==> src/rtl/hazard_controller.sv <==
// Hazard and sequencing controller for the 5-stage RV32I pipeline: forwarding,
// load-use and redirect handling, memory wait-state FSM with watchdog, perf counters.
module hazard_controller #(
  parameter int unsigned TIMEOUT = 16,
  parameter int unsigned CNT_W   = 32
) (
  input  logic             clk,
  input  logic             reset,
  input  logic [4:0]       Rs1D,
  input  logic [4:0]       Rs2D,
  input  logic [4:0]       Rs1E,
  input  logic [4:0]       Rs2E,
  input  logic [4:0]       RdE,
  input  logic [4:0]       RdM,
  input  logic [4:0]       RdW,
  input  logic             ResultSrcE0,
  input  logic             RegWriteM,
  input  logic             RegWriteW,
  input  logic             PCSrcE,
  input  logic             MemReqM,
  input  logic             MemReadyM,
  input  logic             cnt_clr,
  output logic             StallF,
  output logic             StallD,
  output logic             StallE,
  output logic             StallM,
  output logic             FlushD,
  output logic             FlushE,
  output logic [1:0]       ForwardAE,
  output logic [1:0]       ForwardBE,
  output logic             mem_timeout,
  output logic [CNT_W-1:0] stall_cnt,
  output logic [CNT_W-1:0] flush_cnt
);

  localparam int unsigned WC_W = (TIMEOUT > 2) ? $clog2(TIMEOUT) : 1;

  typedef enum logic [1:0] {
    ST_RUN  = 2'd0,
    ST_WAIT = 2'd1,
    ST_ERR  = 2'd2
  } state_e;

  state_e            state_q, state_d;
  logic [WC_W-1:0]   wait_cnt_q, wait_cnt_d;
  logic [CNT_W-1:0]  stall_cnt_q, stall_cnt_d;
  logic [CNT_W-1:0]  flush_cnt_q, flush_cnt_d;
  logic              lw_stall;
  logic              mem_stall;

  // M stage wins over W since it holds the younger result
  function automatic logic [1:0] fwd_sel(input logic [4:0] rs,
                                         input logic       rw_m,
                                         input logic [4:0] rd_m,
                                         input logic       rw_w,
                                         input logic [4:0] rd_w);
    if (rw_m && (rd_m != 5'd0) && (rd_m == rs)) begin
      return 2'b10;
    end else if (rw_w && (rd_w != 5'd0) && (rd_w == rs)) begin
      return 2'b01;
    end
    return 2'b00;
  endfunction

  assign ForwardAE = fwd_sel(Rs1E, RegWriteM, RdM, RegWriteW, RdW);
  assign ForwardBE = fwd_sel(Rs2E, RegWriteM, RdM, RegWriteW, RdW);

  assign lw_stall = ResultSrcE0 && (RdE != 5'd0) && ((RdE == Rs1D) || (RdE == Rs2D));

  // Memory stall freezes the whole pipe and masks flushes; PCSrcE persists in EX
  assign mem_stall = ((state_q == ST_RUN) && MemReqM && !MemReadyM)
                  || ((state_q == ST_WAIT) && !MemReadyM)
                  || (state_q == ST_ERR);

  assign StallF      = lw_stall | mem_stall;
  assign StallD      = lw_stall | mem_stall;
  assign StallE      = mem_stall;
  assign StallM      = mem_stall;
  assign FlushD      = PCSrcE & ~mem_stall;
  assign FlushE      = (lw_stall | PCSrcE) & ~mem_stall;
  assign mem_timeout = (state_q == ST_ERR);
  assign stall_cnt   = stall_cnt_q;
  assign flush_cnt   = flush_cnt_q;

  // Next-state logic for the memory wait FSM and the watchdog count
  always_comb begin
    state_d    = state_q;
    wait_cnt_d = wait_cnt_q;
    case (state_q)
      ST_RUN: begin
        if (MemReqM && !MemReadyM) begin
          state_d    = ST_WAIT;
          wait_cnt_d = WC_W'(1);
        end
      end
      ST_WAIT: begin
        if (MemReadyM) begin
          state_d    = ST_RUN;
          wait_cnt_d = '0;
        end else if (wait_cnt_q == WC_W'(TIMEOUT - 1)) begin
          state_d = ST_ERR;
        end else begin
          wait_cnt_d = wait_cnt_q + WC_W'(1);
        end
      end
      ST_ERR: begin
        state_d = ST_ERR;
      end
      default: begin
        state_d    = ST_RUN;
        wait_cnt_d = '0;
      end
    endcase
  end

  // Saturating perf counters; clear takes priority
  always_comb begin
    stall_cnt_d = stall_cnt_q;
    flush_cnt_d = flush_cnt_q;
    if (cnt_clr) begin
      stall_cnt_d = '0;
      flush_cnt_d = '0;
    end else begin
      if (StallF && !(&stall_cnt_q)) stall_cnt_d = stall_cnt_q + CNT_W'(1);
      if (FlushD && !(&flush_cnt_q)) flush_cnt_d = flush_cnt_q + CNT_W'(1);
    end
  end

  always_ff @(posedge clk or posedge reset) begin
    if (reset) begin
      state_q     <= ST_RUN;
      wait_cnt_q  <= '0;
      stall_cnt_q <= '0;
      flush_cnt_q <= '0;
    end else begin
      state_q     <= state_d;
      wait_cnt_q  <= wait_cnt_d;
      stall_cnt_q <= stall_cnt_d;
      flush_cnt_q <= flush_cnt_d;
    end
  end

endmodule

==> config.mk <==
export PLATFORM = sky130hd
export DESIGN_NAME = hazard_controller
export DESIGN_NICKNAME = d
export VERILOG_FILES = /design/src/rtl/hazard_controller.sv
export SDC_FILE = /design/constraint.sdc
export NUM_CORES = 1
export LEC_CHECK = 0
export BUFFER_PORTS_ARGS = -buffer_cell sky130_fd_sc_hd__buf_2
export CORE_MARGIN = 2
export CORE_UTILIZATION = 31
export DETAILED_ROUTE_END_ITERATION = 6
export GPL_ROUTABILITY_DRIVEN = 0
export SLEW_MARGIN = 40
export SYNTH_ARGS = -nofsm -noshare
export SYNTH_HDL_FRONTEND = slang
export SYNTH_SLANG_ARGS = --single-unit
==> constraint.sdc <==
create_clock -name clk -period 2.88 [get_ports clk]
set_clock_uncertainty 0.05 [all_clocks]
set_input_delay 0 -clock clk [delete_from_list [all_inputs] [get_ports clk]]
set_output_delay 0 -clock clk [all_outputs]
set_load 0.03 [all_outputs]
=== Word level (Yosys, flattened, before mapping) ===
Index checks and enable logic that the tools add are counted.

* Divide/modulo/power cells: 0
* Order comparisons: 0
* Bitwise gates (word level): 6
* Eq/ne operators: 12
* Shift-type cells: 0
* Add/sub/neg operators: 3
* Mux-type cells: 22
* Reductions and logical operators: 30
* $mul: 0

{| class="wikitable"
|+ Operators with widths
! operator !! count
|-
| $mux W32 || 4
|-
| $add A32 B1 Y32 const B || 2
|-
| $reduce_and A32 Y1 || 2
|-
| $eq A5 B5 Y1 || 6
|-
| $mux W2 || 9
|-
| $reduce_bool A5 Y1 || 3
|-
| $logic_and A1 B1 Y1 || 14
|-
| $mux W4 || 3
|-
| $pmux W4 S3 || 1
|-
| $pmux W2 S3 || 1
|-
| $add A4 B1 Y4 const B || 1
|-
| $eq A4 B4 Y1 const B || 1
|-
| $mux W1 || 4
|-
| $reduce_bool A2 Y1 || 2
|-
| $logic_not A1 Y1 || 3
|-
| $logic_or A1 B1 Y1 || 3
|-
| $ne A3 B2 Y1 const B || 1
|-
| $ne A3 B3 Y1 const B || 1
|-
| $reduce_and A3 Y1 || 1
|-
| $and A1 B1 Y1 || 2
|-
| $eq A2 B1 Y1 const B || 1
|-
| $eq A2 B2 Y1 const B || 1
|-
| $logic_not A2 Y1 || 1
|-
| $ne A2 B1 Y1 const B || 1
|-
| other kinds (3) || 5
|}

* Latch bits: 0
* RAM bits: 0
* Register bits: 70
* Memories kept: 0
* Bits in read-only memories: 0
* Input bits: 44
* Word-level logic and storage cells: 77
* Output and inout port bits: 75

=== Depth between registers and ports, before layout ===
* Depth in word-level cells: 10
* Mapped depth: 9
* Mapped depth without buffers: 7

=== Least setup slack after synthesis ===
No wires, ideal clock.

* Path type: register to register
* Start: reg stall_cnt_q[0], in the netlist stall_cnt[0]
* End: reg stall_cnt_q[28], in the netlist stall_cnt[28]
* Buffers on the path: 0
* Library setup time: 0.066 ns
* Period minus slack after synthesis: 2.353 ns
* Required time: 2.764 ns
* Setup slack: 0.527 ns
* Stages on the path, launching flop included: 8
* Arrival: 2.237 ns
* Cells stage by stage: dfrtp_1 > ha_1 > nand4_1 > or4_1 > nor4_1 > a21oi_1 > or4_1 > nand2_1

* Cells in the longest elaborated chain, start to end: 4
* Elaborated cells on any way between the ends: 7
* Those cells by class: add/sub (1); mux (2); reduce/logical (4)

{| class="wikitable"
|+ RTL lines
! element !! RTL line !! source
|-
| start, declared || 46 || <nowiki>logic [CNT_W-1:0] stall_cnt_q, stall_cnt_d;</nowiki>
|-
| start signal, assigned || 138 || <nowiki>stall_cnt_q <= stall_cnt_d;</nowiki>
|-
| branches (longest 4 deep; another with $add A32 B1 Y32) || -- ||
|}

Several ways; the timed one is not identified. The select of a mux whose other input is x is not followed.
A chain may end at the register's enable or synchronous reset.

=== Worst setup path after layout ===
* Start: reg state_q[0]
* End: out StallF

* Cells in the longest elaborated chain, start to end: 6
* Elaborated cells on any way between the ends: 9
* Those cells by class: eq/ne (2); bitwise (1); reduce/logical (6)

{| class="wikitable"
|+ RTL lines
! element !! RTL line !! source
|-
| start, declared || 44 || <nowiki>state_e state_q, state_d;</nowiki>
|-
| start signal, assigned || 136 || <nowiki>state_q <= state_d;</nowiki>
|-
| $logic_not A2 Y1 || 71 || <nowiki>assign mem_stall = ((state_q == ST_RUN) && MemReqM && !MemReadyM)</nowiki>
|-
| $logic_and A1 B1 Y1 (2 in a row) || 71 ||
|-
| $logic_or A1 B1 Y1 || 72 || <nowiki>|| ((state_q == ST_WAIT) && !MemReadyM)</nowiki>
|-
| $logic_or A1 B1 Y1 (*) || 73 || <nowiki>|| (state_q == ST_ERR);</nowiki>
|-
| $or A1 B1 Y1 (*) || 75 || <nowiki>assign StallF = lw_stall | mem_stall;</nowiki>
|-
| end, declared || 23 || <nowiki>output logic StallF,</nowiki>
|}

Mark *: on every way between the ends. The rest lies on a longest branch, timed or not.

==> flow_summary.json <==
{
  "outcome": "finished, final reports clean",
  "first_global_vias": 3961,
  "cts_tree": "yes",
  "place_area_mm2": 0.00510,
  "grt_use_met1_pct": 21.1,
  "min_period_ps": 2430,
  "syn_nets": 536,
  "slew_viol_final": 0,
  "drive_gt1_share_pct": 25.8,
  "avgRoutedWirePerCell_um": 14.9,
  "syn_area_mm2": 0.00432,
  "grt_util_met3_pct": 5.24,
  "drt-initial-drc-count": 382,
  "viasPerCell": 5.18,
  "io_pins": 119,
  "cts_resized": 0,
  "maxCapViolCount": 0,
  "synthTopCellsByCount": "dfrtp_1, nor2_1, a21oi_1, nand2_1, xnor2_1",
  "leakagePower_nw": 2.40,
  "p_per_area_mw_per_mm2": 454,
  "fin_cells": 793,
  "synth-edff-count": 0,
  "vias": 4108,
  "start_util_pct": 31.5,
  "first_pass_iters": 4,
  "synth_flop_cell": "dfrtp_1",
  "clockRootBuffer": "clkbuf_16",
  "crit_path_start": "state_q[0]$_DFFE_PP0P_",
  "use_met2_pct": 26.5,
  "hpwl_um": 8570,
  "crit_fanout": 16,
  "fill_cells": 1400,
  "maxClockFrequency_ghz": 0.411,
  "gr-total-overflow": 0,
  "yosysMostFrequentCell": "dfrtp_1",
  "fp.dieW_um": 122,
  "setup_viol": 0,
  "fp.dieArea_mm2": 0.0149,
  "grt_pass1_wl_um": 19700,
  "antenna_found_initial": 0,
  "hold_viol": 0,
  "clock-sinks": 70,
  "period_share_pct": 84.5,
  "htreeDepth": 3,
  "wl_um": 11800,
  "ys_types": 49,
  "tightest_slew_ps": 583,
  "portBuffers": 118,
  "core-area_mm2": 0.0137,
  "hp-start": "cnt_clr",
  "rows": 43,
  "syn_to_final_growth_pct": 26.4,
  "yosysTopAreaCell": "dfrtp_1",
  "drc": 0,
  "cts.clk_slew.worst_paths_ps": 60,
  "async_flop_share_pct": 100,
  "synth_top_cell_area_share_pct": 40.6,
  "drtAntennaViolNets": 0,
  "tns_ps": 0,
  "grt_max_degree": 50,
  "nets": 655,
  "antenna_cells": 0,
  "slew_headroom_pct": 61.1,
  "ir_drop_v": 0.000234,
  "worstHoldPathType": "in2reg",
  "clk_latency_ps": 340,
  "grt.total_usage_pct": 16.5,
  "cts_hold_buf": 4,
  "ys_seq_area_share_pct": 40.6,
  "synth.area.top_cells": "dfrtp_1, xnor2_1, xor2_1, nor2_1, a21oi_1",
  "ys_ff_latch": 70,
  "synth_cells": 489,
  "placed_cells": 773,
  "crit_type": "reg2out",
  "cts_setup_buffers": 0,
  "arrival_ps": 2380,
  "startpoint_type": "register",
  "fp.dieH_um": 122,
  "top_usage_layer": "met2",
  "stdcell_area_mm2": 0.00546,
  "numCtsBuffers": 9,
  "syn-mean-instance-area_um2": 8.83,
  "clk_path_buf_depth": 2,
  "cp.required_ps": 2830,
  "synth_warnings": 0,
  "rsz0062_at_grt": "false",
  "rr_startpoint": "state_q[0]$_DFFE_PP0P_",
  "crit_path_end_kind": "output port"
}
-- sequential cells by signal, summed over array words and instances (netlist names) --
name	count
stall_cnt	32
wait_cnt_q	4
state_q	2
flush_cnt	32
-- cell usage in the layout, fill, tap and decap left out, drive strengths merged, types with 2 or more instances in the layout --
cell type,instances
a21oi,34
dlygate4sd3,4
clkinvlp,2
mux2,7
dfrtp,70
or2,3
xor2,24
xnor2,33
clkinv,2
and3,12
nor2,49
nor4,24
or4,13
o211ai,2
o22ai,3
clkbuf,10
bufinv,2
ha,3
a211oi,4
nand2,33
or3,22
inv,12
mux2i,2
and4,4
buf,126
nor2b,8
nand4,20
nor4b,3
o21ai,28
o31ai,5
nand3,30
nor3,10
-- routing by layer --
layer  vias up  part of all wire (%)  wire (um)
li1       2018                     -          -
met1      1967                    44       5150
met2        99                    49       5830
met3        24                   5.1        605
met4         0                   1.9        223
met5         -                     0          0
-- worst paths after layout --
check,end,slack [ps],cells past startpoint
max,StallF,450,6
min,stall_cnt[18]$_DFFE_PP0P_,90,2
max reg2reg,stall_cnt[19]$_DFFE_PP0P_,470,6
min reg2reg,flush_cnt[24]$_DFFE_PP0P_,520,2
max in group asynchronous,stall_cnt[11]$_DFFE_PP0P_,1870,4
min in group asynchronous,flush_cnt[0]$_DFFE_PP0P_,240,3
-- critical path, stage by stage, from the launching register on --
cell	delay (ps)
dfrtp_1	520
or2_1	350
a21oi_1	290
inv_1	210
a21oi_4	390
inv_1	90
buf_2	190
-- final cells by class --
cell class	instances	area, um^2	area share, %
Timing Repair Buffer	130	693	12.7
Tap cell	180	225	4.12
Sequential cell	70	1750	32.1
Multi-Input combinational cell	385	2420	44.3
Clock inverter	6	85.1	1.56
Clock buffer	10	239	4.38
Inverter	12	47.5	0.871
-- where the power goes --
part,internal (mW),switching (mW),leakage (nW)
combinational,0.0930,0.166,1.27
sequential,0.996,0.0170,0.972
clock,0.778,0.430,0.154
total,1.87,0.613,2.40
-- logic make-up after synthesis --
| family | count (synthesis) | share of synthesized area, % |
|---|---|---|
| multiplexers | 9 | 2.29 |
| adder cells (fa/ha/maj) | 3 | 0.869 |
| flip-flops | 70 | 40.6 |
| AND/OR/NAND/NOR | 236 | 30.0 |
| buffers and inverters | 34 | 3.45 |
| AO/OA/AOI/OAI | 80 | 11.3 |
| XOR/XNOR | 57 | 11.6 |
-- through the flow --
| step | worst slack (ps) | power [mW] | utilization, % | hold WS, ps |
|---|---|---|---|---|
| 2_1_floorplan | 527 | 1.19 | - | 115 |
| 3_3_place_gp | 546 | 1.28 | 37.1 | 230 |
| 3_5_place_dp | 514 | 1.29 | 37.1 | 62.8 |
| 4_1_cts | 430 | 2.51 | 39.8 | 75.4 |
| 5_1_grt | 199 | 2.58 | 39.8 | 108 |
| 6_report | 446 | 2.48 | 39.8 | 92.8 |
Power figures use the tool's default switching activity.
